## src/rtl/cs_stream_ctrl.sv

```systemverilog
// Host-side sequencer for the CS block: streams a pattern-memory run into CS,
// clears CS at the start of each run and captures one result per full window.
module cs_stream_ctrl #(
  parameter int N_SAMPLES = 64,
  parameter int ADDR_W    = 10,
  parameter int WIN       = 9
) (
  input  logic              clk,
  input  logic              reset,
  input  logic              start,
  output logic              busy,
  output logic              done,
  output logic              rd_en,
  output logic [ADDR_W-1:0] rd_addr,
  input  logic [7:0]        rd_data,
  output logic              cs_reset,
  output logic [7:0]        x_out,
  input  logic [9:0]        y_in,
  output logic              res_valid,
  output logic [ADDR_W-1:0] res_addr,
  output logic [9:0]        res_data
);

  localparam int CYC_W = $clog2(N_SAMPLES + 4);

  localparam logic [CYC_W-1:0] C_RD_LAST   = CYC_W'(N_SAMPLES - 1);
  localparam logic [CYC_W-1:0] C_CAP_FIRST = CYC_W'(WIN + 2);
  localparam logic [CYC_W-1:0] C_CAP_LAST  = CYC_W'(N_SAMPLES + 2);
  localparam logic [CYC_W-1:0] C_LAST      = CYC_W'(N_SAMPLES + 3);

  typedef enum logic [1:0] {IDLE, RUN, DONE} state_t;

  state_t           state;
  logic [CYC_W-1:0] cyc;
  logic             rd_en_d;

  // CS is cleared by our own reset and again on the first cycle of every run,
  // so nothing from a previous run lingers in its window or running sum.
  assign cs_reset = reset | ((state == RUN) && (cyc == '0));

  always_ff @(posedge clk) begin
    if (reset) begin
      state     <= IDLE;
      cyc       <= '0;
      busy      <= 1'b0;
      done      <= 1'b0;
      rd_en     <= 1'b0;
      rd_en_d   <= 1'b0;
      rd_addr   <= '0;
      x_out     <= '0;
      res_valid <= 1'b0;
      res_addr  <= '0;
      res_data  <= '0;
    end else begin
      rd_en_d   <= rd_en;
      res_valid <= 1'b0;
      done      <= 1'b0;
      // Memory has one cycle of latency; x_out holds its last sample afterwards.
      if (rd_en_d) x_out <= rd_data;

      case (state)
        IDLE: begin
          if (start) begin
            state   <= RUN;
            busy    <= 1'b1;
            cyc     <= '0;
            rd_en   <= 1'b1;
            rd_addr <= '0;
          end
        end
        RUN: begin
          cyc   <= cyc + CYC_W'(1);
          rd_en <= (cyc < C_RD_LAST);
          if (cyc < C_RD_LAST) rd_addr <= rd_addr + ADDR_W'(1);
          // Window k = cyc-11 is complete in CS during this cycle.
          if ((cyc >= C_CAP_FIRST) && (cyc <= C_CAP_LAST)) begin
            res_valid <= 1'b1;
            res_data  <= y_in;
            res_addr  <= ADDR_W'(cyc - C_CAP_FIRST);
          end
          if (cyc == C_LAST) begin
            state <= DONE;
            done  <= 1'b1;
          end
        end
        DONE: begin
          state <= IDLE;
          busy  <= 1'b0;
          cyc   <= '0;
        end
        default: state <= IDLE;
      endcase
    end
  end

endmodule

```

## config.mk

```make
export PLATFORM = sky130hd
export DESIGN_NAME = cs_stream_ctrl
export DESIGN_NICKNAME = d
export VERILOG_FILES = /design/src/rtl/cs_stream_ctrl.sv
export SDC_FILE = /design/constraint.sdc
export NUM_CORES = 1
export LEC_CHECK = 0
export BUFFER_PORTS_ARGS = -buffer_cell sky130_fd_sc_hd__buf_2
export CAP_MARGIN = 20
export CORE_MARGIN = 4
export CORE_UTILIZATION = 40
export CTS_CLUSTER_DIAMETER = 50
export DETAILED_ROUTE_END_ITERATION = 7
export HOLD_SLACK_MARGIN = 0.06
export PLACE_DENSITY_LB_ADDON = 0.15
export SYNTH_ARGS = -nofsm -noshare
export SYNTH_HDL_FRONTEND = slang
export SYNTH_SLANG_ARGS = --single-unit
export TNS_END_PERCENT = 1
```

## constraint.sdc

```tcl
create_clock -name clk -period 2.8 [get_ports clk]
set_clock_uncertainty 0.15 [all_clocks]
set_input_delay 0.42 -clock clk [delete_from_list [all_inputs] [get_ports clk]]
set_output_delay 0.42 -clock clk [all_outputs]
set_load 0.005 [all_outputs]
```

==> PnR_summary.wiki, run 1 <==
{| class="wikitable"
! Metric !! Value
|-
| Worst hold-check slack || 0.201 ns
|-
| Maximum number of pins on one net before global-route repair || 32
|-
| Initial DRT Pass Iterations || 4
|-
| DRC violations left || 0
|-
| Global route overflow || 0
|-
| Yosys warning total || 0
|-
| Worst min-delay path startpoint || rd_data[6]
|-
| Ys flop type || sky130_fd_sc_hd__dfxtp_1
|-
| First-pass GRT wire length || 9.22 mm
|-
| Vias per cell || 5.18
|-
| Number of gates given a new drive strength after cts || 0
|-
| Critical-path maximum fanout || 11
|-
| Slowest-stage cell, CP || sky130_fd_sc_hd__a311o_1
|-
| Number of top-level pins || 64
|-
| Total clock buffers created by CTS || 5
|-
| Global router's overall resource usage || 15.5%
|-
| Endpoint type of the worst setup path || flop
|-
| Fill cell count || 560
|-
| Worst min path class || in -> reg
|-
| Worst reg2reg setup slack || 0.51 ns
|-
| Critical Path RT || 2.85 ns
|-
| Count of buffers inserted at the top-level ports || 63
|-
| Kind of critical path || reg -> reg
|-
| Die Span Y || 84.4 µm
|-
| Die outline area || 7130 µm²
|-
| 1st-iter DRT viols || 108
|-
| Final worst path period need || 2.29 ns
|-
| Cell breakdown of the critical path || nand2b_1 -> a311o_1 -> or4_1 -> o311ai_0
|-
| Part of the total power dissipated in sequential elements || 59.0%
|-
| Maximum count of clock buffers along a single path || 2
|-
| Count of maximum capacitance violations || 0
|-
| Clock network fraction of design power || 32.3%
|-
| H-tree level count || 2
|-
| Sw frac || 24.9%
|-
| Proportion of synthesized flip-flops having asynchronous set or reset || 0%
|-
| Reg-to-Reg Start || state[0]
|-
| Site Rows || 27
|-
| Core outline area || 5570 µm²
|-
| Worst Hold Depth || 3
|-
| Run status || finished clean
|-
| Power density over cell area || 453 nW/µm²
|-
| Most used standard cell by instance count after synthesis || sky130_fd_sc_hd__dfxtp_1
|-
| Final number of max-transition violations || 0
|-
| Endpoint of the most critical register-to-register path || rd_addr[9]
|-
| Max incr delay on CP || 0.56 ns
|-
| Internal Dissipation || 0.940 mW
|-
| Number of nets in the layout || 349
|-
| Root buffer selected by CTS || sky130_fd_sc_hd__clkbuf_8
|-
| Top cell type by total area after synthesis || sky130_fd_sc_hd__dfxtp_1
|-
| Via count of the first global-routing pass || 2013
|-
| Hold buffers post-CTS || 0
|-
| WL per Instance || 13.6 µm
|-
| Synthesized netlist net count || 293
|-
| Post-DP HPWL || 3.85 mm
|-
| Setup repair after global routing missed its margin || false
|-
| CTS tree || done
|-
| Worst-Margin Slew || 0.544 ns
|-
| Sinks on Clock Net || 50
|-
| Combinational cell fraction of total power || 8.7%
|-
| Overall via count from detail_route || 2052
|-
| X dimension of the die || 84.4 µm
|-
| Top post-synthesis cells by area || sky130_fd_sc_hd__dfxtp_1 43%, sky130_fd_sc_hd__mux2i_1 9.4%, sky130_fd_sc_hd__nand2_1 7.4%, sky130_fd_sc_hd__nor2_1 2.6%, sky130_fd_sc_hd__a21oi_1 2.4%
|-
| Number of synthesized flops with an enable pin || 0
|-
| Data arrival time of the critical path || 2.33 ns
|-
| Final hold viol count || 0
|-
| Clk slew on worst S/H paths || 0.09 ns
|-
| Mean Syn Cell Area || 8.72 µm²
|-
| Post-synth top cells || 50 x sky130_fd_sc_hd__dfxtp_1, 46 x sky130_fd_sc_hd__nand2_1, 22 x sky130_fd_sc_hd__mux2i_1
|-
| R2R cell count || 4
|-
| Initial Utilization || 41.9%
|-
| P_leak || 1.20 nW
|-
| Worst-skew pair later-pin latency || 0.30 ns
|-
| Headroom to the max-slew limit || 63.4%
|-
| Yosys top cell area share || 42.8%
|-
| Count of distinct cell types in the synthesized netlist || 49
|-
| Count of antenna-violating nets left after detailed routing || 0
|-
| Switching Power || 0.311 mW
|-
| GPL Wtd Cong || 0.811
|-
| Number of storage elements in the synthesis netlist || 50
|-
| Setup fix buffers added after clock tree synthesis || 0
|-
| Area growth from synthesis to final layout || 18.4%
|-
| Total negative slack || 0 ns
|-
| Sequential element share of the synthesized area || 42.8%
|-
| Number of antenna violations at the first check in global routing || 0
|-
| Peak supply drop || 0.000226 V
|-
| Count of inserted antenna diode cells || 0
|-
| Final setup vio count || 0
|-
| Post-route total power || 1.25 mW
|-
| Cell count after synthesis || 268
|-
| Layout cells sized above 1 || 25.3%
|-
| Achievable Freq || 437 MHz
|-
| Combined area of all synthesized cells || 2340 µm²
|-
| Setup crit start kind || flop
|-
| Post-detailed-routing wire length || 5.39 mm
|-
| Hold path endpoint || x_out[6]
|-
| Portion of the clock cycle consumed by the worst path in the final layout || 81.8%
|}
-- critical path, delay by kind of cell (launching register included) --
kind	cells	cell delay (ns)
flops	1	0.53
simple gates	2	0.84
compound gates	2	0.66
-- through the flow --
| stage | instances | setup WS [ns] | utilization (%) | area [µm²] |
|---|---|---|---|---|
| 6_report | 396 | 0.511 | 49.6 | 2770 |
| 5_1_grt | 396 | 0.291 | 49.6 | 2770 |
| 4_1_cts | 396 | 0.511 | 49.6 | 2770 |
| 3_5_place_dp | 389 | 0.520 | 48.1 | 2680 |
| 3_3_place_gp | 389 | 0.603 | 48.1 | 2680 |
| 2_1_floorplan | 268 | 0.917 | - | 2340 |
-- layout by cell type, fill, tap and decap left out, types with 5 or more instances in the layout --
cell                       instances
sky130_fd_sc_hd__nand3_1           9
sky130_fd_sc_hd__mux2i_1          22
sky130_fd_sc_hd__a21oi_1          11
sky130_fd_sc_hd__o211ai_1          6
sky130_fd_sc_hd__inv_1            11
sky130_fd_sc_hd__nand2_1          46
sky130_fd_sc_hd__buf_2            63
sky130_fd_sc_hd__a21o_1            5
sky130_fd_sc_hd__and3_1            6
sky130_fd_sc_hd__dfxtp_1          50
sky130_fd_sc_hd__buf_4             5
sky130_fd_sc_hd__clkbuf_8          5
sky130_fd_sc_hd__nor2_1           16
sky130_fd_sc_hd__o21ai_0           7
-- flip-flops by register name, indices dropped and copies added (netlist names) --
| signal | cells |
|---|---|
| cyc | 7 |
| rd_en_d | 1 |
| res_data | 10 |
| x_out | 8 |
| res_addr | 8 |
| busy | 1 |
| rd_en | 1 |
| state | 2 |
| rd_addr | 10 |
| done | 1 |
| res_valid | 1 |
-- how the worst max path moves through the flow --
stage                     slack [ns]     endpoint      from
after floorplan                 0.92  res_addr[8]    cyc[1]
after global placement          0.60   rd_addr[9]  state[0]
after detailed placement        0.52   rd_addr[9]  state[0]
final                           0.51   rd_addr[9]  state[0]
after global routing            0.29   rd_addr[9]  state[0]
after CTS                       0.51   rd_addr[9]  state[0]
-- area by class of cell --
class / count / area, µm² / share of cell area [%]
Inverter: 11 / 41.3 / 1.49
Clock buffer: 5 / 68.8 / 2.49
Clock inverter: 2 / 15.0 / 0.543
Tap cell: 72 / 90.1 / 3.26
Multi-Input combinational cell: 188 / 1200 / 43.3
Timing Repair Buffer: 68 / 353 / 12.8
Sequential cell: 50 / 1000 / 36.2
-- cells by family after synthesis --
logic type	after synthesis	synth area share [%]
AND/OR/NAND/NOR	102	20.7
buffers and inverters	30	5.94
adder cells (fa/ha/maj)	4	2.14
AO/OA/AOI/OAI	53	16.0
multiplexers	25	10.9
XOR/XNOR	4	1.50
flip-flops	50	42.8
-- metal layers --
metal | global-route usage [%] | wire, µm | vias to the layer above
met5 | 0 | 0 | -
met4 | 4.46 | 72 | 0
met3 | 3.73 | 313 | 8
met2 | 26.3 | 2500 | 50
met1 | 19.6 | 2500 | 942
li1 | - | - | 1052
-- power groups by stage --
stage               sequential [mW]  clock [mW]  combinational (mW)
CTS                           0.739       0.423               0.109
global route                  0.742       0.458               0.124
detailed placement            0.755           0               0.109
finish                        0.739       0.405               0.108
floorplan                     0.749           0              0.0719
global placement              0.755           0               0.109
No activity file was read; power rests on OpenSTA's default activity.
==> inputs of run 2 (changes only) <==
--- a/config.mk
+++ b/config.mk
@@ -5,6 +5,7 @@
 export SDC_FILE = /design/constraint.sdc
 export NUM_CORES = 1
 export LEC_CHECK = 0
+export ABC_AREA = 1
 export BUFFER_PORTS_ARGS = -buffer_cell sky130_fd_sc_hd__buf_2
 export CAP_MARGIN = 20
 export CORE_MARGIN = 4
==> constraint.sdc (replaced) <==
create_clock -name clk -period 1.85 [get_ports clk]
set_clock_uncertainty 0.15 [all_clocks]
set_input_delay 0.2775 -clock clk [delete_from_list [all_inputs] [get_ports clk]]
set_output_delay 0.2775 -clock clk [all_outputs]
set_load 0.005 [all_outputs]
==> PnR_summary.wiki, run 2 <==
{| class="wikitable"
! Metric !! Value
|-
| Achievable Freq || 565 MHz
|-
| Worst-Margin Slew || 0.338 ns (was 0.544 ns)
|-
| Fill cell count || 593 (was 560)
|-
| Peak supply drop || 0.000329 V (was 0.000226 V)
|-
| GPL Wtd Cong || 0.882 (was 0.811)
|-
| Most frequent standard cell in the layout excluding fill and tap cells || sky130_fd_sc_hd__nand2_1 (was sky130_fd_sc_hd__buf_2)
|-
| Post-DP HPWL || 4.00 mm (was 3.85 mm)
|-
| Run status || finished clean (unchanged)
|-
| Top cell type by total area after synthesis || sky130_fd_sc_hd__dfxtp_1 (unchanged)
|-
| Crit path buf inv count || 3 (was 0)
|-
| Final number of max-transition violations || 0 (unchanged)
|-
| Post-route total power || 2.08 mW (was 1.25 mW)
|-
| Maximum count of clock buffers along a single path || 2 (unchanged)
|-
| Area growth from synthesis to final layout || 24.7% (was 18.4%)
|-
| Max incr delay on CP || 0.35 ns (was 0.56 ns)
|-
| Kind of critical path || reg -> out (was reg -> reg)
|-
| Final setup vio count || 0 (unchanged)
|-
| P_leak || 1.46 nW (was 1.20 nW)
|-
| Vias per cell || 4.66 (was 5.18)
|-
| Cell family contributing the most delay on the critical path || flip-flops (was simple AND/OR/NAND/NOR gates)
|-
| Headroom to the max-slew limit || 77.4% (was 63.4%)
|-
| Worst min path class || in -> reg (unchanged)
|-
| Overall via count from detail_route || 2192 (was 2052)
|-
| Ys flop type || sky130_fd_sc_hd__dfxtp_1 (unchanged)
|-
| Cell breakdown of the critical path || inv_1 -> buf_4 -> ha_1 -> nand4_1 -> nand2_1 -> buf_2 (was nand2b_1 -> a311o_1 -> or4_1 -> o311ai_0)
|-
| Root buffer selected by CTS || sky130_fd_sc_hd__clkbuf_8 (unchanged)
|-
| Xor-xnor portion of the synthesized cell area || 1.11% (was 1.50%)
|-
| Mux cell area share after synthesis || 0.424% (was 10.9%)
|-
| Top post-synthesis cells by area || sky130_fd_sc_hd__dfxtp_1 42%, sky130_fd_sc_hd__nand2_1 12%, sky130_fd_sc_hd__nor2_1 7.3%, sky130_fd_sc_hd__inv_1 4.5%, sky130_fd_sc_hd__a21oi_1 4.2% (was sky130_fd_sc_hd__dfxtp_1 43%, sky130_fd_sc_hd__mux2i_1 9.4%, sky130_fd_sc_hd__nand2_1 7.4%, sky130_fd_sc_hd__nor2_1 2.6%, sky130_fd_sc_hd__a21oi_1 2.4%)
|-
| Number of antenna violations at the first check in global routing || 0 (unchanged)
|-
| Mean Syn Cell Area || 7.26 µm² (was 8.72 µm²)
|-
| Synthesized-area fraction occupied by ao, oa, aoi and oai cells || 9.65% (was 16.0%)
|-
| 1st-iter DRT viols || 136 (was 108)
|-
| Setup crit start kind || flop (unchanged)
|-
| Critical-path maximum fanout || 5 (was 11)
|-
| Count of antenna-violating nets left after detailed routing || 0 (unchanged)
|-
| Die outline area || 7190 µm² (was 7130 µm²)
|-
| Global router's overall resource usage || 15.5% (about the same)
|-
| X dimension of the die || 84.8 µm (was 84.4 µm)
|-
| WL per Instance || 11.5 µm (was 13.6 µm)
|-
| DRC violations left || 0 (unchanged)
|-
| Count of inserted antenna diode cells || 0 (unchanged)
|-
| Count of buffers inserted at the top-level ports || 63 (unchanged)
|-
| Most used standard cell by instance count after synthesis || sky130_fd_sc_hd__nand2_1 (was sky130_fd_sc_hd__dfxtp_1)
|-
| Worst-skew pair later-pin latency || 0.30 ns (about the same)
|-
| Portion of the clock cycle consumed by the worst path in the final layout || 95.7%
|-
| Yosys warning total || 0 (unchanged)
|-
| Proportion of synthesized flip-flops having asynchronous set or reset || 0% (unchanged)
|-
| Post-synth top cells || 75 x sky130_fd_sc_hd__nand2_1, 50 x sky130_fd_sc_hd__dfxtp_1, 46 x sky130_fd_sc_hd__nor2_1 (was 50 x sky130_fd_sc_hd__dfxtp_1, 46 x sky130_fd_sc_hd__nand2_1, 22 x sky130_fd_sc_hd__mux2i_1)
|-
| Final hold viol count || 0 (unchanged)
|-
| Synthesized netlist net count || 350 (was 293)
|-
| Adder-cell share of the synthesized area || 2.12% (was 2.14%)
|-
| Initial DRT Pass Iterations || 4 (unchanged)
|-
| Slowest-stage cell, CP || sky130_fd_sc_hd__dfxtp_2 (was sky130_fd_sc_hd__a311o_1)
|-
| Endpoint type of the worst setup path || output pin (was flop)
|-
| Total negative slack || 0 ns (unchanged)
|-
| Core outline area || 5610 µm² (was 5570 µm²)
|-
| Cell count after synthesis || 325 (was 268)
|-
| Sinks on Clock Net || 50 (unchanged)
|-
| Number of synthesized flops with an enable pin || 0 (unchanged)
|-
| Number of storage elements in the synthesis netlist || 50 (unchanged)
|-
| Data arrival time of the critical path || 1.34 ns (was 2.33 ns)
|-
| Setup repair after global routing missed its margin || true (was false)
|-
| Dominant combinational cell family by area after synthesis || simple AND/OR/NAND/NOR gates (unchanged)
|-
| Sequential element share of the synthesized area || 42.4% (was 42.8%)
|-
| Total clock buffers created by CTS || 5 (unchanged)
|-
| Largest registers || rd_addr (10), res_data (10) (unchanged)
|-
| Area used by multi-input combinational logic || 1150 µm² (was 1200 µm²)
|-
| Critical Path RT || 1.42 ns (was 2.85 ns)
|-
| Fraction of the mapped netlist area in simple logic gates || 34.8% (was 20.7%)
|-
| Final worst path period need || 1.77 ns
|-
| First-pass GRT wire length || 9.44 mm (was 9.22 mm)
|-
| Global route overflow || 0 (unchanged)
|-
| Site Rows || 27 (unchanged)
|-
| Combined area of all synthesized cells || 2360 µm² (was 2340 µm²)
|-
| Initial Utilization || 42.1% (was 41.9%)
|-
| Clk slew on worst S/H paths || 0.09 ns (about the same)
|-
| Post-detailed-routing wire length || 5.43 mm (was 5.39 mm)
|-
| Layout cells sized above 1 || 26.1% (was 25.3%)
|-
| Count of distinct cell types in the synthesized netlist || 34 (was 49)
|-
| Yosys top cell area share || 42.4% (was 42.8%)
|-
| Maximum number of pins on one net before global-route repair || 31 (was 32)
|-
| Die Span Y || 84.8 µm (was 84.4 µm)
|-
| Power density over cell area || 705 nW/µm² (was 453 nW/µm²)
|-
| Count of maximum capacitance violations || 0 (unchanged)
|-
| H-tree level count || 2 (unchanged)
|-
| Via count of the first global-routing pass || 2093 (was 2013)
|-
| Sequential cell area in the final layout || 1000 µm² (about the same)
|-
| CTS tree || done (unchanged)
|-
| Number of nets in the layout || 422 (was 349)
|-
| Top library cells by usage in the layout, fill and taps aside || 74 x sky130_fd_sc_hd__nand2_1, 63 x sky130_fd_sc_hd__buf_2, 49 x sky130_fd_sc_hd__dfxtp_1, 46 x sky130_fd_sc_hd__nor2_1, 28 x sky130_fd_sc_hd__inv_1 (was 63 x sky130_fd_sc_hd__buf_2, 50 x sky130_fd_sc_hd__dfxtp_1, 46 x sky130_fd_sc_hd__nand2_1, 22 x sky130_fd_sc_hd__mux2i_1, 16 x sky130_fd_sc_hd__nor2_1)
|-
| Number of top-level pins || 64 (unchanged)
|}
run 2: what timing repair did:
action,4_1_cts,5_1_grt
resized for setup,0,5
setup buffers,0,1
hold buffers,8,0
setup endpoints to repair,0,18
hold endpoints to repair,8,0
run 2: final cells by class:
cell class / instances / share of cell area (%)
clock buffer: 7 / 3.28
clock inverter: 1 / 0.298
timing repair buffer: 81 / 16.0
sequential: 50 / 34.1
inverter: 32 / 4.17
tap: 72 / 3.06
multi-input combinational: 227 / 39.1
run 2: metrics by stage:
step	std cells	util, %	setup slack, ns	cell area (µm²)	hold WS, ns
floorplan	325	-	0.235	2360	0.262
global placement	453	48.7	0.151	2730	0.283
detailed placement	453	48.7	0.0879	2730	0.279
CTS	469	52.0	0.0107	2920	0.113
global route	470	52.5	-0.0401	2940	0.135
finish	470	52.5	0.0791	2940	0.125
run 2: worst paths after layout:
path                             startpoint          end  slack, ns  cells past startpoint
worst max-delay path                 cyc[0]     cs_reset       0.08                      6
worst min-delay path                  reset   rd_addr[4]       0.13                      2
worst max register to register       cyc[1]  res_addr[8]       0.15                      9
worst min register to register  res_addr[6]  res_addr[6]       0.29                      2
run 2: logic make-up (layout without fill, tap and decap cells):
| family | count (synthesis) | in the layout |
|---|---|---|
| AND/OR/NAND/NOR | 177 | 177 |
| flip-flops | 50 | 50 |
| multiplexers | 1 | 1 |
| adder cells (fa/ha/maj) | 4 | 4 |
| XOR/XNOR | 3 | 3 |
| AO/OA/AOI/OAI | 42 | 42 |
| buffers and inverters | 48 | 121 |
run 2: worst register-to-register path: cells and delay by family, from the launching register on:
kind / cells / cell delay (ns)
AO/OA/AOI/OAI: 1 / 0.17
adder cells (fa/ha/maj): 1 / 0.25
AND/OR/NAND/NOR: 7 / 0.66
flip-flops: 1 / 0.36
run 2: where the power goes:
group          switching (mW)  internal, mW  total, mW
Clock                   0.351         0.343      0.694
Sequential             0.0201          1.11       1.13
Combinational           0.150         0.106      0.256
Total                   0.521          1.55       2.08
run 2: metal layers:
| metal | wire, µm | up-vias | global-route usage (%) |
|---|---|---|---|
| met5 | 0 | - | 0 |
| met4 | 56 | 0 | 4.03 |
| met3 | 330 | 6 | 4.12 |
| met2 | 2410 | 53 | 25.3 |
| met1 | 2620 | 956 | 20.5 |
| li1 | - | 1177 | - |
==> inputs of run 3 (changes only) <==
--- a/config.mk
+++ b/config.mk
@@ -6,12 +6,12 @@
 export NUM_CORES = 1
 export LEC_CHECK = 0
 export ABC_AREA = 1
-export BUFFER_PORTS_ARGS = -buffer_cell sky130_fd_sc_hd__buf_2
 export CAP_MARGIN = 20
 export CORE_MARGIN = 4
-export CORE_UTILIZATION = 40
+export CORE_UTILIZATION = 35
 export CTS_CLUSTER_DIAMETER = 50
 export DETAILED_ROUTE_END_ITERATION = 7
+export DONT_BUFFER_PORTS = 1
 export HOLD_SLACK_MARGIN = 0.06
 export PLACE_DENSITY_LB_ADDON = 0.15
 export SYNTH_ARGS = -nofsm -noshare
==> PnR_summary.wiki, run 3 (synthesized netlist as in run 2, its figures left out) <==
{| class="wikitable"
! Metric !! Value
|-
| Cell breakdown of the critical path || ha_1 -> o21ai_2 -> nand3_1 -> nand2_2 -> nand2_8 -> nand2_4 -> nand2_1 -> nand2_1 -> nor2_2 (was inv_1 -> buf_4 -> ha_1 -> nand4_1 -> nand2_1 -> buf_2)
|-
| Most frequent cell on the critical path || sky130_fd_sc_hd__nand2_1
|-
| Sinks on Clock Net || 50 (unchanged)
|-
| X dimension of the die || 90.1 µm (was 84.8 µm)
|-
| Die outline area || 8120 µm² (was 7190 µm²)
|-
| Total clock buffers created by CTS || 5 (unchanged)
|-
| Final worst path period need || 1.74 ns (was 1.77 ns)
|-
| Worst-skew pair later-pin latency || 0.30 ns (about the same)
|-
| Timing startpoint of the critical path || cyc[1] (was cyc[0])
|-
| Area growth from synthesis to final layout || 13.6% (was 24.7%)
|-
| Critical Path RT || 1.87 ns (was 1.42 ns)
|-
| Post-route total power || 1.95 mW (was 2.08 mW)
|-
| R2R cell count || 9 (unchanged)
|-
| Layout cells sized above 1 || 10.2% (was 26.1%)
|-
| Worst setup slack before clock tree synthesis || 0.0954 ns (was 0.0879 ns)
|-
| P_leak || 1.17 nW (was 1.46 nW)
|-
| Global route overflow || 0 (unchanged)
|-
| Worst-case setup margin in the final layout || 0.114 ns (was 0.0791 ns)
|-
| Top library cells by usage in the layout, fill and taps aside || 75 x sky130_fd_sc_hd__nand2_1, 50 x sky130_fd_sc_hd__dfxtp_1, 46 x sky130_fd_sc_hd__nor2_1, 28 x sky130_fd_sc_hd__inv_1, 20 x sky130_fd_sc_hd__a21oi_1 (was 74 x sky130_fd_sc_hd__nand2_1, 63 x sky130_fd_sc_hd__buf_2, 49 x sky130_fd_sc_hd__dfxtp_1, 46 x sky130_fd_sc_hd__nor2_1, 28 x sky130_fd_sc_hd__inv_1)
|-
| GPL Wtd Cong || 0.789 (was 0.882)
|-
| Setup crit start kind || flop (unchanged)
|-
| Reg-to-Reg Start || cyc[1] (unchanged)
|-
| Number of nets in the layout || 367 (was 422)
|-
| Cell family contributing the most delay on the critical path || simple AND/OR/NAND/NOR gates (was flip-flops)
|-
| Post-route cell area || 2680 µm² (was 2940 µm²)
|-
| Portion of the clock cycle consumed by the worst path in the final layout || 93.8% (was 95.7%)
|-
| Initial DRT Pass Iterations || 4 (unchanged)
|-
| Placed Instance Area || 2420 µm² (was 2730 µm²)
|-
| Kind of critical path || reg -> reg (was reg -> out)
|-
| Maximum count of clock buffers along a single path || 2 (unchanged)
|-
| WL per Instance || 13.4 µm (was 11.5 µm)
|-
| Final number of max-transition violations || 0 (unchanged)
|-
| Count of buffers inserted at the top-level ports || 0 (was 63)
|-
| Max incr delay on CP || 0.37 ns (was 0.35 ns)
|-
| Total negative slack || 0 ns (unchanged)
|-
| H-tree level count || 2 (unchanged)
|-
| Count of inserted antenna diode cells || 0 (unchanged)
|-
| Peak supply drop || 0.000393 V (was 0.000329 V)
|-
| Maximum number of pins on one net before global-route repair || 31 (unchanged)
|-
| Instance count on the critical path || 9 (was 6)
|-
| Fill cell count || 699 (was 593)
|-
| Slowest-stage cell, CP || sky130_fd_sc_hd__dfxtp_1 (was sky130_fd_sc_hd__dfxtp_2)
|-
| Headroom to the max-slew limit || 59.0% (was 77.4%)
|-
| Worst min path class || in -> reg (unchanged)
|-
| Number of placed instances, taps included || 395 (was 453)
|-
| Number of top-level pins || 64 (unchanged)
|-
| Core outline area || 6460 µm² (was 5610 µm²)
|-
| Setup fix buffers added after clock tree synthesis || 0 (unchanged)
|-
| Critical Path Sink || res_addr[8] (was cs_reset)
|-
| Site Rows || 29 (was 27)
|-
| Run status || finished clean (unchanged)
|-
| Post-detailed-routing wire length || 5.61 mm (was 5.43 mm)
|-
| Non-filler cells in the finished layout || 419 (was 470)
|-
| Die Span Y || 90.1 µm (was 84.8 µm)
|-
| Power density over cell area || 728 nW/µm² (was 705 nW/µm²)
|-
| Worst-Margin Slew || 0.614 ns (was 0.338 ns)
|-
| CTS tree || done (unchanged)
|-
| Via count of the first global-routing pass || 1925 (was 2093)
|-
| Crit path buf inv count || 0 (was 3)
|-
| Root buffer selected by CTS || sky130_fd_sc_hd__clkbuf_8 (unchanged)
|-
| Global router's overall resource usage || 14.2% (was 15.5%)
|-
| Final setup vio count || 0 (unchanged)
|-
| First-pass GRT wire length || 9.43 mm (was 9.44 mm)
|-
| 1st-iter DRT viols || 53 (was 136)
|-
| Worst reg2reg setup slack || 0.11 ns (was 0.15 ns)
|-
| Endpoint of the most critical register-to-register path || res_addr[8] (unchanged)
|-
| Clk slew on worst S/H paths || 0.08 ns (was 0.09 ns)
|-
| Endpoint type of the worst setup path || flop (was output pin)
|-
| Final hold viol count || 0 (unchanged)
|-
| Initial Utilization || 36.5% (was 42.1%)
|-
| Count of maximum capacitance violations || 0 (unchanged)
|-
| Count of antenna-violating nets left after detailed routing || 0 (unchanged)
|-
| Critical-path maximum fanout || 30 (was 5)
|-
| Data arrival time of the critical path || 1.76 ns (was 1.34 ns)
|-
| Most frequent standard cell in the layout excluding fill and tap cells || sky130_fd_sc_hd__nand2_1 (unchanged)
|-
| Vias per cell || 4.77 (was 4.66)
|-
| DRC violations left || 0 (unchanged)
|-
| Largest registers || rd_addr (10), res_data (10) (unchanged)
|-
| Number of antenna violations at the first check in global routing || 0 (unchanged)
|-
| Overall via count from detail_route || 1999 (was 2192)
|-
| Achievable Freq || 576 MHz (was 565 MHz)
|-
| Post-DP HPWL || 3.83 mm (was 4.00 mm)
|}
==> run 3: changes by cell type in the layout (fill, tap and decap cells not counted), sizes merged <==
cell and change:
buf -64, dlygate4sd3 +9, clkinv -1
==> run 3: tightest hold or removal path, delay by kind of cell <==
family | cells | cell delay [ns]
AND/OR/NAND/NOR | 3 | 0.20
==> run 3: final cells by class <==
| cell class | count | area [µm²] | area share (%) |
|---|---|---|---|
| tap | 77 | 96.3 | 3.59 |
| sequential | 50 | 1000 | 37.3 |
| multi-input combinational | 227 | 1150 | 42.9 |
| clock buffer | 7 | 76.3 | 2.85 |
| timing repair buffer | 26 | 238 | 8.87 |
| inverter | 32 | 120 | 4.48 |
==> run 3: worst min-delay path by stage <==
| stage | from | slack (ns) | endpoint | depth (start not counted) |
|---|---|---|---|---|
| 2_1_floorplan | rd_data[7] | 0.26 | x_out[7] | 2 |
| 3_3_place_gp | reset | 0.20 | res_addr[8] | 1 |
| 3_5_place_dp | reset | 0.20 | busy | 1 |
| 4_1_cts | y_in[6] | 0.06 | res_data[6] | 3 |
| 5_1_grt | y_in[5] | 0.06 | res_data[5] | 3 |
| 6_report | y_in[1] | 0.07 | res_data[1] | 3 |
==> run 3: report_power, final <==
part	switching [mW]	internal, mW	total [mW]
sequential	0.0272	1.10	1.13
clock	0.338	0.261	0.599
combinational	0.137	0.0830	0.220
==> run 3: per-layer routing <==
| layer | routed length, µm | GRT usage, % | vias to the layer above |
|---|---|---|---|
| met5 | 0 | 0 | - |
| met4 | 84 | 4.97 | 0 |
| met3 | 354 | 4.92 | 8 |
| met2 | 2430 | 22.2 | 45 |
| met1 | 2740 | 18.1 | 877 |
| li1 | - | - | 1069 |
==> run 3: metrics by stage <==
stage | util (%) | hold slack, ns
after floorplan | - | 0.262
after global placement | 37.5 | 0.199
after detailed placement | 37.5 | 0.200
after CTS | 41.3 | 0.0605
after global routing | 41.5 | 0.0625
final | 41.5 | 0.0727
==> run 3: repair_timing <==
action                                  CTS  global route
resized for setup                         0             2
hold endpoints to repair                 30             0
endpoints found under the setup margin    0             9
hold buffers                             17             0
